## config.mk

```make
export PLATFORM = sky130hd
export DESIGN_NAME = atto_pe_link
export DESIGN_NICKNAME = d
export VERILOG_FILES = /design/src/rtl/atto_pe_link.sv
export SDC_FILE = /design/constraint.sdc
export NUM_CORES = 1
export LEC_CHECK = 0
export CAP_MARGIN = 5
export CORE_MARGIN = 2
export CORE_UTILIZATION = 50
export CTS_CLUSTER_SIZE = 8
export DETAILED_ROUTE_END_ITERATION = 12
export DONT_BUFFER_PORTS = 1
export GPL_TIMING_DRIVEN = 0
export SYNTH_ARGS = -nofsm -noshare
export SYNTH_HDL_FRONTEND = slang
export SYNTH_SLANG_ARGS = --single-unit
```

## constraint.sdc

```tcl
create_clock -name clka -period 15 [get_ports clka]
set_clock_uncertainty 0.05 [all_clocks]
set_input_delay 3 -clock clka [delete_from_list [all_inputs] [get_ports clka]]
set_output_delay 3 -clock clka [all_outputs]
set_load 0.005 [all_outputs]
```

## src/rtl/atto_pe_link.sv

```systemverilog
// rtl/atto_pe_link.sv - PE-side link for the atto router local port: flit injection with ack/timeout, ejection FIFO.
// Optional ATTO_PE_LINK_DIFF_CHECK_EN: flag illegal two-phase pair codes on RX and check TX codes in simulation.
module atto_pe_link #(
   parameter int RX_DEPTH    = 4,
   parameter int ACK_TIMEOUT = 255
) (
   input  logic        clka,
   input  logic        rsta,
   input  logic        tx_valid,
   output logic        tx_ready,
   input  logic [3:0]  tx_dest_x,
   input  logic [3:0]  tx_dest_y,
   input  logic [39:0] tx_payload,
   output logic [47:0] pe_channel_din,
   output logic [1:0]  pe_diff_pair_din,
   input  logic        r2pe_ack_dout,
   input  logic [39:0] pe_channel_dout,
   input  logic [1:0]  pe_diff_pair_dout,
   output logic        rx_valid,
   input  logic        rx_ready,
   output logic [39:0] rx_payload,
   output logic        rx_overflow,
   output logic        tx_timeout,
   output logic        diff_err,
   input  logic        clear_flags
);

   localparam int PW = $clog2(RX_DEPTH);
   localparam int CW = $clog2(ACK_TIMEOUT + 1);

   typedef enum logic {S_IDLE, S_WAIT_ACK} state_t;

   state_t         r_state, w_state_nxt;
   logic [CW-1:0]  r_cnt, w_cnt_nxt;
   logic           w_accept, w_tout_fire;
   logic [47:0]    r_chan_din;
   logic [1:0]     r_pair_din;
   logic           r_tx_timeout;

   always_ff @(posedge clka or posedge rsta) begin
      if (rsta) begin
         r_state <= S_IDLE;
      end else begin
         r_state <= w_state_nxt;
      end
   end

   // Ack is checked before the counter so an ack on the expiry cycle wins.
   always_comb begin
      w_state_nxt = r_state;
      w_cnt_nxt   = r_cnt;
      w_accept    = 1'b0;
      w_tout_fire = 1'b0;
      case (r_state)
         S_IDLE: begin
            if (tx_valid) begin
               w_accept    = 1'b1;
               w_cnt_nxt   = '0;
               w_state_nxt = S_WAIT_ACK;
            end
         end
         S_WAIT_ACK: begin
            if (r2pe_ack_dout) begin
               w_state_nxt = S_IDLE;
            end else begin
               w_cnt_nxt = r_cnt + CW'(1);
               if (w_cnt_nxt == CW'(ACK_TIMEOUT)) begin
                  w_tout_fire = 1'b1;
                  w_state_nxt = S_IDLE;
               end
            end
         end
         default: w_state_nxt = S_IDLE;
      endcase
   end

   always_ff @(posedge clka or posedge rsta) begin
      if (rsta) begin
         r_cnt        <= '0;
         r_chan_din   <= '0;
         r_pair_din   <= 2'b10;
         r_tx_timeout <= 1'b0;
      end else begin
         r_cnt <= w_cnt_nxt;
         if (w_accept) begin
            r_chan_din <= {tx_dest_x, tx_dest_y, tx_payload};
            r_pair_din <= ~r_pair_din;
         end
         if (w_tout_fire) begin
            r_tx_timeout <= 1'b1;
         end else if (clear_flags) begin
            r_tx_timeout <= 1'b0;
         end
      end
   end

   assign tx_ready         = (r_state == S_IDLE);
   assign pe_channel_din   = r_chan_din;
   assign pe_diff_pair_din = r_pair_din;
   assign tx_timeout       = r_tx_timeout;

   logic [39:0]   r_mem [RX_DEPTH];
   logic [PW-1:0] r_wr_ptr, r_rd_ptr;
   logic [PW:0]   r_count;
   logic [1:0]    r_last_pair;
   logic          r_rx_overflow;
   logic          w_legal, w_event, w_full, w_pop, w_push, w_drop, w_rx_valid;

   // A legal code differing from the last one is a new flit; the level itself is meaningless.
   assign w_legal    = ^pe_diff_pair_dout;
   assign w_event    = w_legal && (pe_diff_pair_dout != r_last_pair);
   assign w_rx_valid = (r_count != '0);
   assign w_full     = (r_count == (PW+1)'(RX_DEPTH));
   assign w_pop      = w_rx_valid && rx_ready;
   assign w_push     = w_event && (!w_full || w_pop);
   assign w_drop     = w_event && w_full && !w_pop;

   always_ff @(posedge clka or posedge rsta) begin
      if (rsta) begin
         for (int i = 0; i < RX_DEPTH; i++) begin
            r_mem[i] <= '0;
         end
         r_wr_ptr      <= '0;
         r_rd_ptr      <= '0;
         r_count       <= '0;
         r_last_pair   <= 2'b10;
         r_rx_overflow <= 1'b0;
      end else begin
         if (w_event) begin
            r_last_pair <= pe_diff_pair_dout;
         end
         if (w_push) begin
            r_mem[r_wr_ptr] <= pe_channel_dout;
            r_wr_ptr        <= r_wr_ptr + PW'(1);
         end
         if (w_pop) begin
            r_rd_ptr <= r_rd_ptr + PW'(1);
         end
         case ({w_push, w_pop})
            2'b10:   r_count <= r_count + (PW+1)'(1);
            2'b01:   r_count <= r_count - (PW+1)'(1);
            default: r_count <= r_count;
         endcase
         if (w_drop) begin
            r_rx_overflow <= 1'b1;
         end else if (clear_flags) begin
            r_rx_overflow <= 1'b0;
         end
      end
   end

   assign rx_valid    = w_rx_valid;
   assign rx_payload  = r_mem[r_rd_ptr];
   assign rx_overflow = r_rx_overflow;

`ifdef ATTO_PE_LINK_DIFF_CHECK_EN
   logic r_diff_err;

   always_ff @(posedge clka or posedge rsta) begin
      if (rsta) begin
         r_diff_err <= 1'b0;
      end else if (!w_legal) begin
         r_diff_err <= 1'b1;
      end else if (clear_flags) begin
         r_diff_err <= 1'b0;
      end
   end

   assign diff_err = r_diff_err;

   a_tx_pair_legal: assert property (@(posedge clka) disable iff (rsta) (^r_pair_din));
`else
   assign diff_err = 1'b0;
`endif

endmodule
```

==> impl_metrics.json <==
{
  "status": "finished, final reports clean",
  "drv_slew": 0,
  "cts_buffer_depth": 3,
  "ff2ff_setup_slack_ns": 12.54,
  "hold_path_depth": 1,
  "synth-edff-count": 0,
  "grt_pass1_wl_um": 35100,
  "hp-start": "r_count[2]$_DFFE_PP0P_",
  "die_w_um": 151,
  "die_y_um": 151,
  "arrival_ns": 2.28,
  "max_cap_violations": 0,
  "cts_buffers": 34,
  "core_area_um2": 21000,
  "cts-root-buf": "clkbuf_16",
  "first_global_vias": 6303,
  "end_kind": "output pin",
  "insertion_delay_ns": 0.49,
  "slew_headroom": 0.440,
  "ys_ff_latch": 230,
  "first_pass_iters": 5,
  "setup_tns_ns": 0,
  "r2r-end": "r_count[2]$_DFFE_PP0P_",
  "tightest_slew_ns": 0.840,
  "area_growth_pct": 12.5,
  "final_nets": 857,
  "synth_nets": 820,
  "first_iter_violations": 267,
  "crit_chain": "clkbuf_1, buf_2, mux4_2",
  "cpLargestDelayFamily": "buffers and inverters",
  "preCtsSetupSlack_ns": 9.98,
  "yosysWarnings": 0,
  "cp_data_required_time_ns": 11.95,
  "dpl-instance-area_um2": 11100,
  "post-route-period-util": 0.355,
  "final_cell_area_um2": 12100,
  "p_leak_nw": 5.94,
  "multi_input_area_um2": 4500,
  "min_path_type": "flip-flop to flip-flop",
  "rsz0062_at_grt": "false",
  "drt-total-wl_um": 22200,
  "antenna_found_initial": 0,
  "cts_setup_buffers": 0,
  "cp_num_buf_inv": 2,
  "worst_path_max_delay_cell": "mux4_2",
  "cts_resized": 0,
  "setup_slack_ns": 9.67,
  "seqCellArea_um2": 5760,
  "grt.total_usage": 0.201,
  "p_per_area_nw_per_um2": 221,
  "synthCells": 716,
  "ioPinCount": 191,
  "num_vias": 5721,
  "antenna_left": 0,
  "layout-drive-gt1-share": 0.355,
  "grt_max_degree": 126,
  "std_cell_rows": 53,
  "path_max_fanout": 10,
  "hold_viol_final": 0,
  "port_buffers": 0,
  "fmax_mhz": 188,
  "globalplace.congestion": 0.812,
  "initial_core_util": 0.511,
  "die_area_um2": 22700,
  "hold_end": "r_count[2]$_DFFE_PP0P_",
  "slowest_delay_ns": 0.62,
  "min_period_ns": 5.33,
  "synth_area_um2": 10700,
  "diodes": 0,
  "ir_drop_mv": 0.0903,
  "criticalPathCategory": "flip-flop to output pin",
  "htreeDepth": 2,
  "holdBufCountCts": 0,
  "dpl.hpwl_um": 14800,
  "cts_tree": "yes",
  "synth.avg_cell_area_um2": 15.0,
  "setup_viol": 0,
  "grt_remaining_overflow": 0,
  "async_reset_ff_frac": 1.00,
  "synthDistinctLibCells": 39,
  "avgRoutedWirePerCell_um": 21.4,
  "rr_worst_depth": 10,
  "cts.clk_slew.worst_paths_ns": 0.05,
  "r2r-start": "r_count[0]$_DFFE_PP0P_",
  "drc": 0,
  "cts.sinks": 230,
  "synth-main-ff-cell": "dfrtp_1",
  "vias_per_cell": 5.52,
  "critical_path.startpoint_type": "flip-flop",
  "fillers": 1589,
  "ys_seq_area_frac": 0.536
}
==> flip-flops by register name (all words and copies together) (netlist names) <==
| name | flops |
|---|---|
| pe_channel_din | 48 |
| pe_diff_pair_din | 2 |
| r_cnt | 8 |
| r_count | 3 |
| r_last_pair | 2 |
| r_mem | 160 |
| r_rd_ptr | 2 |
| r_state | 1 |
| r_wr_ptr | 2 |
| rx_overflow | 1 |
| tx_timeout | 1 |
==> through the flow <==
stage	hold slack (ns)	util	std cells	total power, mW
6_report	0.436	0.574	1036	2.67
5_1_grt	0.461	0.574	1036	2.82
4_1_cts	0.436	0.574	1036	2.71
3_5_place_dp	0.429	0.529	992	2.00
3_3_place_gp	0.416	0.527	991	1.95
2_1_floorplan	0.397	-	716	1.80
==> cells by family after synthesis <==
family	count (synthesis)	synth area share
compound gates	20	0.0112
other cells	1	0.000349
simple gates	194	0.0798
buf+inv	51	0.0444
mux	202	0.310
fa+ha+maj	8	0.0100
flops	230	0.536
xor+xnor	10	0.00816
==> area by class of cell <==
type                    instances  area share
well taps                     275      0.0285
repair buffers                  1     0.00228
plain buffers                  40      0.0361
clock buffers                  44      0.0797
flip-flops and latches        230       0.477
multi-input cells             435       0.373
inverters                      11     0.00404
==> layout by cell type, fill, tap and decap left out, types with 4 or more instances in the layout <==
cell	synthesis	layout
o21ai_0	12	12
buf_1	5	5
xor2_1	6	6
xnor2_1	4	4
inv_1	11	10
ha_1	7	7
clkbuf_16	0	37
dfrtp_1	228	228
mux2_4	160	160
nand3_1	5	5
clkbuf_1	13	19
nand2_1	157	157
mux4_2	40	40
buf_12	17	17
nor2b_1	5	5
buf_2	4	4
nand2_8	4	4
nor2_1	10	10
==> cell usage after synthesis, types with 2 or more instances <==
| library cell | instances | area, µm² |
|---|---|---|
| buf_1 | 5 | 18.8 |
| or3_1 | 2 | 12.5 |
| ha_1 | 7 | 87.6 |
| nor2b_1 | 5 | 31.3 |
| nand2_1 | 157 | 589 |
| buf_2 | 4 | 20.0 |
| xnor2_1 | 4 | 35.0 |
| a22o_1 | 2 | 17.5 |
| dfrtp_1 | 228 | 5710 |
| mux4_2 | 40 | 901 |
| clkbuf_1 | 13 | 48.8 |
| dfstp_2 | 2 | 52.6 |
| nand2b_1 | 2 | 12.5 |
| nor2_1 | 10 | 37.5 |
| a21oi_1 | 2 | 10.0 |
| buf_12 | 17 | 340 |
| nand2_8 | 4 | 80.1 |
| mux2i_1 | 2 | 20.0 |
| mux2_4 | 160 | 2400 |
| nand3_1 | 5 | 25.0 |
| xor2_1 | 6 | 52.6 |
| o21ai_0 | 12 | 60.1 |
| inv_1 | 11 | 41.3 |
==> layer usage <==
layer  global-route usage  wire (µm)  vias up
met2                0.334      10800      185
met1                0.258       9430     2987
met5                    0          0        -
li1                     -          -     2521
met4               0.0613        387        0
met3               0.0564       1570       28
==> where the power goes <==
part	internal, mW	switching [mW]	total (mW)	leakage, nW
Sequential	0.888	0.158	1.05	2.78
Clock	0.440	0.253	0.693	0.470
Combinational	0.587	0.347	0.934	2.69
==> worst max-delay path by stage <==
stage | startpoint | end | slack, ns | cells after the start
after floorplan | rsta | pe_channel_din[0]$_DFFE_PP0P_ | 5.65 | 1
after global placement | rsta | r_mem[126]$_DFFE_PP0P_ | 3.72 | 1
after detailed placement | pe_diff_pair_dout[0] | r_count[2]$_DFFE_PP0P_ | 9.98 | 11
after CTS | r_rd_ptr[0]$_DFFE_PP0P_ | rx_payload[37] | 9.52 | 3
after global routing | r_rd_ptr[0]$_DFFE_PP0P_ | rx_payload[37] | 9.48 | 3
final | r_rd_ptr[0]$_DFFE_PP0P_ | rx_payload[37] | 9.67 | 3
Note: power is estimated with default switching activity, not from simulation.
